===== src/rtl/k2_program_memory.sv =====
// Writable multi-bank program store for the K2 processor: a valid/ready loader
// fills one bank at a time while the CPU fetches from any bank with a one-cycle read.
module k2_program_memory #(
  parameter int                 DATA_W = 8,
  parameter int                 ADDR_W = 4,
  parameter int                 BANKS  = 2,
  parameter logic [DATA_W-1:0]  FILL   = '0,
  localparam int                BANK_W = (BANKS > 1) ? $clog2(BANKS) : 1
) (
  input  logic              clk,
  input  logic              reset_n,
  input  logic              rd_en,
  input  logic [BANK_W-1:0] rd_bank,
  input  logic [ADDR_W-1:0] rd_addr,
  output logic [DATA_W-1:0] inst,
  output logic              inst_valid,
  input  logic              ld_start,
  input  logic [BANK_W-1:0] ld_bank,
  input  logic              ld_valid,
  input  logic [DATA_W-1:0] ld_data,
  input  logic              ld_last,
  output logic              ld_ready,
  output logic              ld_busy,
  output logic [ADDR_W:0]   ld_count,
  output logic              cpu_hold
);

  localparam int DEPTH   = 2 ** ADDR_W;
  localparam int ENTRIES = BANKS * DEPTH;
  localparam int IDX_W   = (ENTRIES > 1) ? $clog2(ENTRIES) : 1;

  typedef enum logic {IDLE, LOAD} state_t;

  state_t              state;
  logic [BANK_W-1:0]   bank_q;
  logic [ADDR_W-1:0]   wr_addr;
  logic [ENTRIES-1:0]  written;
  logic [DATA_W-1:0]   mem [ENTRIES];

  logic                rd_in_range;
  logic                ld_in_range;
  logic [IDX_W-1:0]    rd_idx;
  logic [IDX_W-1:0]    ld_base;
  logic [IDX_W-1:0]    wr_idx;
  logic                beat;
  logic [DATA_W-1:0]   rd_word;

  // Flat index = bank*DEPTH + addr; the range checks keep out-of-range banks off the array.
  // NOTE: every always_comb output gets a default first so no path can infer a latch.
  always_comb begin
    rd_in_range = ({1'b0, rd_bank} < (BANK_W+1)'(BANKS));
    ld_in_range = ({1'b0, ld_bank} < (BANK_W+1)'(BANKS));
    rd_idx      = IDX_W'(rd_bank) * IDX_W'(DEPTH) + IDX_W'(rd_addr);
    ld_base     = IDX_W'(ld_bank) * IDX_W'(DEPTH);
    wr_idx      = IDX_W'(bank_q)  * IDX_W'(DEPTH) + IDX_W'(wr_addr);
    beat        = ld_valid && ld_ready;
    rd_word     = FILL;
    if (rd_in_range && written[rd_idx]) begin
      rd_word = mem[rd_idx];
    end
  end

  assign cpu_hold = ld_busy && (bank_q == rd_bank);

  // NOTE: the storage array has no reset; the written flags alone decide whether
  // an entry is visible, which keeps the array a plain RAM.
  always_ff @(posedge clk) begin
    if (beat) begin
      mem[wr_idx] <= ld_data;
    end
  end

  // Read-first falls out naturally: rd_word samples mem/flags before this edge's write lands.
  // NOTE: sequential state uses non-blocking assignments only, so every flop
  // sees pre-edge values regardless of block order.
  always_ff @(posedge clk or negedge reset_n) begin
    if (!reset_n) begin
      inst       <= '0;
      inst_valid <= 1'b0;
    end else begin
      inst_valid <= rd_en;
      if (rd_en) begin
        inst <= rd_word;
      end
    end
  end

  always_ff @(posedge clk or negedge reset_n) begin
    if (!reset_n) begin
      state    <= IDLE;
      ld_ready <= 1'b0;
      ld_busy  <= 1'b0;
      ld_count <= '0;
      wr_addr  <= '0;
      bank_q   <= '0;
      written  <= '0;
    end else begin
      case (state)
        IDLE: begin
          if (ld_start && ld_in_range) begin
            state    <= LOAD;
            ld_ready <= 1'b1;
            ld_busy  <= 1'b1;
            ld_count <= '0;
            wr_addr  <= '0;
            bank_q   <= ld_bank;
            for (int i = 0; i < DEPTH; i++) begin
              written[ld_base + IDX_W'(i)] <= 1'b0;
            end
          end
        end
        LOAD: begin
          if (beat) begin
            written[wr_idx] <= 1'b1;
            if (ld_count != (ADDR_W+1)'(DEPTH)) begin
              ld_count <= ld_count + 1'b1;
            end
            // The last slot ends the load, so the address never needs to wrap.
            if (ld_last || (&wr_addr)) begin
              state    <= IDLE;
              ld_ready <= 1'b0;
              ld_busy  <= 1'b0;
            end else begin
              wr_addr <= wr_addr + 1'b1;
            end
          end
        end
        default: begin
          state    <= IDLE;
          ld_ready <= 1'b0;
          ld_busy  <= 1'b0;
        end
      endcase
    end
  end

endmodule


===== config.mk =====
export PLATFORM = sky130hd
export DESIGN_NAME = k2_program_memory
export DESIGN_NICKNAME = d
export VERILOG_FILES = /design/src/rtl/k2_program_memory.sv
export SDC_FILE = /design/constraint.sdc
export NUM_CORES = 1
export LEC_CHECK = 0
export ABC_AREA = 1
export CAP_MARGIN = 0
export CORE_UTILIZATION = 55
export DETAILED_ROUTE_END_ITERATION = 10
export PLACE_DENSITY_LB_ADDON = 0.1
export SYNTH_ARGS = -nofsm -noshare
export SYNTH_HDL_FRONTEND = slang
export SYNTH_SLANG_ARGS = --single-unit

===== constraint.sdc =====
create_clock -name clk -period 1.67 [get_ports clk]
set_clock_uncertainty 0.05 [all_clocks]
set_input_delay 0.4175 -clock clk [delete_from_list [all_inputs] [get_ports clk]]
set_output_delay 0.4175 -clock clk [all_outputs]
set_load 0.01 [all_outputs]

==> impl_results.md, run 1 <==
* Inserted Diodes at 0
* Fillers at around 1800
* Ys Warns at 0
* Area share of fa/ha/maj cells after synthesis at less than 1%
* Placer Congestion at around 0.8
* DRT Pass-1 Iters at 5
* Nets at between 1000 and 1500
* Multiplexer share of the synthesized area at 0%
* Post-Synth Simple-Gate Area at 22.5%
* CP Max Fanout at 3
* Pint at approximately 14 mW
* Area Overhead vs Synth at 22.0%
* Post-DRT Antenna Nets at 0
* Switch share at a little over a quarter
* Switching Power at roughly 5.1 mW
* Initial DRC Count at approximately 830
* #FFs+latches synth at around 310
* Slew margin rel. at 77.0%
* Distinct cells, synth at 27
* Global-route wire length before repair at between 50 and 60 mm
* Largest family of logic cells by synthesized area: simple AND/OR/NAND/NOR gates
* Critical path type: reg2out
* Final core occ at between 60% and 70%
* Syn Inst Count at between 1000 and 1500
* CTS tree: yes
* Critical Path Sink Type: primary output
* Critical path arrival at approximately 1.3 ns
* Ratio of final minimum period to clock period at 107%
* Synthesized area per cell at 10.3 um2
* CTS Sinks at slightly above 300
* Rows at 56
* Number of max-cap violations at 0
* Via count at just under 10000
* Worst-Skew Late Latency at 0.56 ns
* Placed insts at 1728
* Slowest Stage Delay on Critical Path at roughly 0.42 ns
* Cell repeated most along the worst path: buf_6
* Io pins at 37
* Die Width at 159 um
* Status: finished, violations left
* Initial Utilization at between 50% and 60%
* CP required at roughly 1.2 ns
* Slowest CP cell: dfrtp_1
* Minimum clock period after layout at 1.80 ns
* Detail Placement HPWL at a little over 20 mm
* Die Ht at 159 um
* Clk pwr share at between 30% and 40%
* HP Class: in2async
* Synthesized Nets at about 1300
* Leakage at ~7.0 nW
* Post-synthesis compound-gate area fraction at 3.26%
* Final std cells w/o fill at ~1800
* Multi-input logic area at roughly 0.0037 mm2
* Failing checks: negative setup slack
* Layout cells sized above 1 at between 10% and 20%
* Comb pwr share at around 18%
* H-tree Lvls at 1
* Place WS at -0.579 ns
* XOR/XNOR Fraction of Synth Area at 0%
* Clk slew on worst S/H paths at 0.06 ns
* Slew Limit Fails at 0
* Core Area at approximately 0.024 mm2
* Num CTS Buffers at 31
* Achievable Freq at approximately 560 MHz
* CTS Buffer Depth at 3
* Die ar. at ~0.025 mm2
* Final setup viols at 3
* Total global routing overflow at 0
* Number of global-route vias before repair at just over 9000
* Register Area at between 0.009 and 0.01 mm2
* Drt drc at 0
* Final WL at ~33 mm
* Worst slew pin tran at ~0.35 ns
* Routed len/inst at between 15 and 20 um
* Maximum vdd ir drop at between 1 and 1.5 mV
* Avg Vias per Cell at about 5.4
* Antenna violations before repair at 1
* Largest net degree at the start of global routing at 54
* Clk root buf: clkbuf_16
* Mapped Area at between 0.01 and 0.015 mm2
* GRT Resource Usage Total at 26.7%
* Critical path cell sequence: buf_6 > buf_6 > buf_6
* Seq pwr share at 47.4%
* Final hold slack at approximately 0.35 ns
* RSZ-0062 raised after global routing: true
* PwrDens at around 1200 mW/mm2
* Endpoints failing hold at 0
* Setup ws final at -0.125 ns
* IO buf count at 36
* Share of the yosys chip area belonging to registers at around two thirds
* CP Launch Type: flip-flop
[routing by layer]
metal	up-vias	part of all wire, %	track usage [%]
li1	4646	-	-
met1	4625	44	38.5
met2	373	47	42.4
met3	60	6.7	3.35
met4	2	2.4	8.52
met5	-	0.037	0
[registers in the layout, summed over array words and instances (netlist names)]
register and count:
ld_busy 1, state 1, inst_valid 1, bank_q 1, inst 8, ld_count 5
written 32, wr_addr 4, mem 256
[synth_stat cells]
cell type	count	area share [%]
a21oi_1	6	0.22
buf_6	13	1.1
clkinv_1	2	0.056
o21ai_0	30	1.1
nand2_2	1	0.046
inv_1	117	3.3
nand2_1	483	13
dfrtp_1	53	9.8
o21ai_1	1	0.037
ha_1	6	0.56
nand4_1	1	0.046
buf_1	2	0.056
nor2_4	1	0.084
buf_2	23	0.85
edfxtp_1	256	57
inv_2	2	0.056
a22o_1	15	0.97
inv_4	1	0.046
o21bai_1	1	0.056
buf_12	1	0.15
nor2_1	57	1.6
clkbuf_1	15	0.42
nor3_1	3	0.11
o211ai_1	14	0.78
a32o_1	1	0.074
buf_4	15	0.84
nand3_1	193	7.2
[repair_timing]
| action | in CTS | in global routing |
|---|---|---|
| endpoints found under the hold margin | 53 | 0 |
| pin swaps | 0 | 7 |
| gates cloned | 0 | 5 |
| buffers inserted | 7 | 0 |
| hold buffers | 1 | 0 |
| setup endpoints to repair | 18 | 209 |
| gates resized for setup | 55 | 65 |
[area by class of cell]
class                      instances  share of cell area (%)
tap                              319                    2.43
multi-input combinational        813                    22.4
clock buffer                      46                    5.30
timing repair buffer             178                    11.4
inverter                         122                    2.80
sequential                       309                    54.8
clock inverter                    11                   0.807
[power groups by stage]
stage	Clock (mW)	Sequential, mW	Combinational, mW
after floorplan	0	9.41	1.58
after global placement	0	9.40	2.99
after detailed placement	0	9.42	3.04
after CTS	6.93	9.25	3.20
after global routing	7.20	9.32	3.75
final	6.85	9.27	3.44
[cell usage in the layout, fill, tap and decap left out, types with 5 or more instances in the layout]
cell,Yosys,layout
edfxtp_1,256,256
a22o_1,15,15
clkdlybuf4s15_1,0,10
clkdlybuf4s50_1,0,16
nand3_1,193,189
o211ai_1,14,14
ha_1,6,5
nand2_1,483,481
nor2_1,57,44
clkbuf_1,15,11
inv_2,2,6
buf_2,23,6
inv_1,117,114
o21ai_0,30,29
a21oi_1,6,5
buf_6,13,21
clkbuf_16,0,31
nor2_4,1,10
buf_12,1,32
buf_4,15,89
dfrtp_1,53,51
clkinv_2,0,7
[metrics by stage]
step | cell area (um2) | total power, mW | TNS, ns
6_report | 16400 | 19.6 | -0.274
5_1_grt | 16400 | 20.3 | -0.756
4_1_cts | 16200 | 19.4 | -1.64
3_5_place_dp | 15100 | 12.5 | -87.99
3_3_place_gp | 15100 | 12.4 | -86.77
2_1_floorplan | 13500 | 11.0 | 0
[cell families after synthesis]
kind of cell,Yosys count
and+or+nand+nor,739
DFF,309
buffers and inverters,191
AOI/OAI and AO/OA,68
adders and majority gates,6
[worst paths after layout]
| check | slack (ns) | end | cells after the start | from |
|---|---|---|---|---|
| max | -0.13 | ld_ready | 3 | ld_busy$_DFFE_PN0P_ |
| min | 0.35 | bank_q$_DFFE_PN0P_ | 3 | reset_n |
| max reg2reg | 0.02 | mem[4][7]$_DFFE_PP_ | 6 | bank_q$_DFFE_PN0P_ |
| min reg2reg | 0.44 | inst[0]$_DFFE_PN0P_ | 2 | inst[0]$_DFFE_PN0P_ |
| max in group asynchronous | 0.93 | inst[1]$_DFFE_PN0P_ | 3 | reset_n |
| min in group clk | 0.41 | state$_DFF_PN0_ | 3 | ld_start |
[worst max-delay path: cells and delay by family (launching register included)]
kind,cells,cell delay (ns)
flops,1,0.42
buf+inv,3,0.35
Power figures use the tool's default switching activity.
==> inputs of run 2 (changes only) <==
- GPL_ROUTABILITY_DRIVEN: unset -> 1
- SETUP_SLACK_MARGIN: unset -> 0.4
==> impl_results.md, run 2 (synthesis gave the netlist of run 1 again) <==
* Status: finished, violations left
* Failing checks: negative setup slack
* Global-route wire length before repair at around 56 mm
* Critical Path Sink Type: flip-flop
* Final core occ at 76.1%
* Commonest non-fill, non-tap cells in the layout: nand2_1 (446), edfxtp_1 (256), nand3_1 (150)
* Worst slew pin tran at around 0.50 ns
* Post-DRT Antenna Nets at 0
* Dpl cell area at 0.0156 mm2
* Most flops, register: mem
* Setup Total Neg Slack at -28.32 ns
* Final setup viols at about 290
* Number of max-cap violations at 0
* Initial DRC Count at between 1000 and 1500
* Area Overhead vs Synth at 34.0%
* Fin area at about 0.018 mm2
* Clk slew on worst S/H paths at 0.06 ns
* Core Area at between 0.02 and 0.025 mm2
* Die Width at ~160 um
* Io pins at 37
* CTS Sinks at 309
* Critical path arrival at approximately 2.1 ns
* Crit. Startpoint: ld_busy$_DFFE_PN0P_
* H-tree Lvls at 1
* Num CTS Buffers at 31
* Via count at 10200
* Largest net degree at the start of global routing at 54
* Initial Utilization at 56.7%
* IO buf count at 36
* Nets at about 1500
* Most common cell after layout, fill and taps aside: nand2_1
* Register-to-Register Setup Slack at -0.19 ns
* Reg2reg start: ld_busy$_DFFE_PN0P_
* Minimum clock period after layout at roughly 1.9 ns
* Achievable Freq at around 540 MHz
* Inserted Diodes at 0
* Endpoints failing hold at 0
* CTS tree: yes
* HP Class: in2async
* CP Max Fanout at 4
* CTS Buffer Depth at 3
* Cell repeated most along the worst path: buf_6
* Total global routing overflow at 0
* GRT Resource Usage Total at a little under a third
* Final WL at 37.4 mm
* Slew Limit Fails at 0
* Worst-Skew Late Latency at about 0.56 ns
* Setup crit end: mem[23][7]$_DFFE_PP_
* Slowest Stage Delay on Critical Path at slightly above 0.4 ns
* Place WS at -0.559 ns
* Clk root buf: clkbuf_16
* Ratio of final minimum period to clock period at 112%
* CP Launch Type: flip-flop
* Setup ws final at -0.194 ns
* PwrDens at approximately 1200 mW/mm2
* Maximum vdd ir drop at 1.08 mV
* Slew margin rel. at about two thirds
* Tot Pwr at between 20 and 25 mW
* Number of global-route vias before repair at 9909
* Antenna violations before repair at 0
* Critical path cell sequence: buf_6 > buf_6 > nand2_8 > inv_8 > buf_6 > buf_12 > nand2_8 > buf_12 > nor2_4 > clkbuf_16
* DRT Pass-1 Iters at 6
* RR Endpoint: mem[23][7]$_DFFE_PP_
* Critical path type: reg2reg
* Die Ht at about 160 um
* Layout cells sized above 1 at roughly 27%
* Biggest registers after layout: mem x256, written x32, inst x8
* Detail Placement HPWL at roughly 21 mm
* RSZ-0062 raised after global routing: true
* Slowest CP cell: dfrtp_2
* Die ar. at between 0.02 and 0.03 mm2
* Max reg flops at between 200 and 300
* Leakage at ~7.5 nW
* Placer Congestion at roughly 0.85
* Routed len/inst at roughly 20 um
* Worst Reg-to-Reg Cells at 10
* CP required at 1.89 ns
* Rows at 56
* Avg Vias per Cell at ~5.5
* Drt drc at 0
-- run 2: changes by cell type in the layout (fill, tap and decap cells not counted), moves of 8 or more --
cell / previous run / this run
inv_1: 114 / 103
nor2_4: 10 / 39
clkdlybuf4s15_1: 10 / 0
o21ai_0: 29 / 20
nor2_1: 44 / 22
nand2_1: 481 / 446
nand2_2: 1 / 28
buf_6: 21 / 39
buf_12: 32 / 68
buf_2: 6 / 14
buf_4: 89 / 67
nand3_1: 189 / 150
nand3_2: 4 / 36
-- run 2: report_power, final --
part	switching, mW	internal, mW
logic	2.96	2.25
registers	0.359	8.97
clock network	2.83	3.80
-- run 2: stage by stage --
step	instances	hold WS [ns]
after floorplan	1313	0.0719
after global routing	1840	0.356
final	1840	0.341
after global placement	1704	0.392
after CTS	1826	0.343
after detailed placement	1704	0.402
-- run 2: timing repair --
item / 4_1_cts / 5_1_grt
setup endpoints to repair: 324 / 324
hold endpoints to repair: 53 / 0
cloned: 13 / 0
hold buffers: 1 / 0
buffers inserted: 51 / 14
gates resized for setup: 168 / 70
pin swaps: 38 / 50
-- run 2: final cells by class --
class                      instances  area (um2)
sequential                       309        9020
fill                            1486        5690
multi-input combinational        818        4400
timing repair buffer             215        2780
clock buffer                      45         878
inverter                         122         487
tap                              319         399
clock inverter                    12        97.6
-- run 2: how the worst min path moves through the flow --
stage,slack [ns],to
after global placement,0.39,ld_count[2]$_DFFE_PN0P_
after floorplan,0.07,bank_q$_DFFE_PN0P_
after detailed placement,0.40,ld_count[2]$_DFFE_PN0P_
after global routing,0.36,ld_count[2]$_DFFE_PN0P_
after CTS,0.34,ld_count[2]$_DFFE_PN0P_
final,0.34,ld_count[0]$_DFFE_PN0P_
-- run 2: metal layers --
layer,track usage (%),wire length [um],vias up
li1,-,-,4745
met1,41.7,15300,4928
met2,49.8,18500,428
met3,4.25,2510,74
met4,10.7,1110,0
met5,0,0,-
-- run 2: worst max-delay path: cells and delay by family (launching register included) --
kind | cells | cell delay (ns)
simple gates | 3 | 0.28
flops | 1 | 0.41
buf+inv | 7 | 0.82
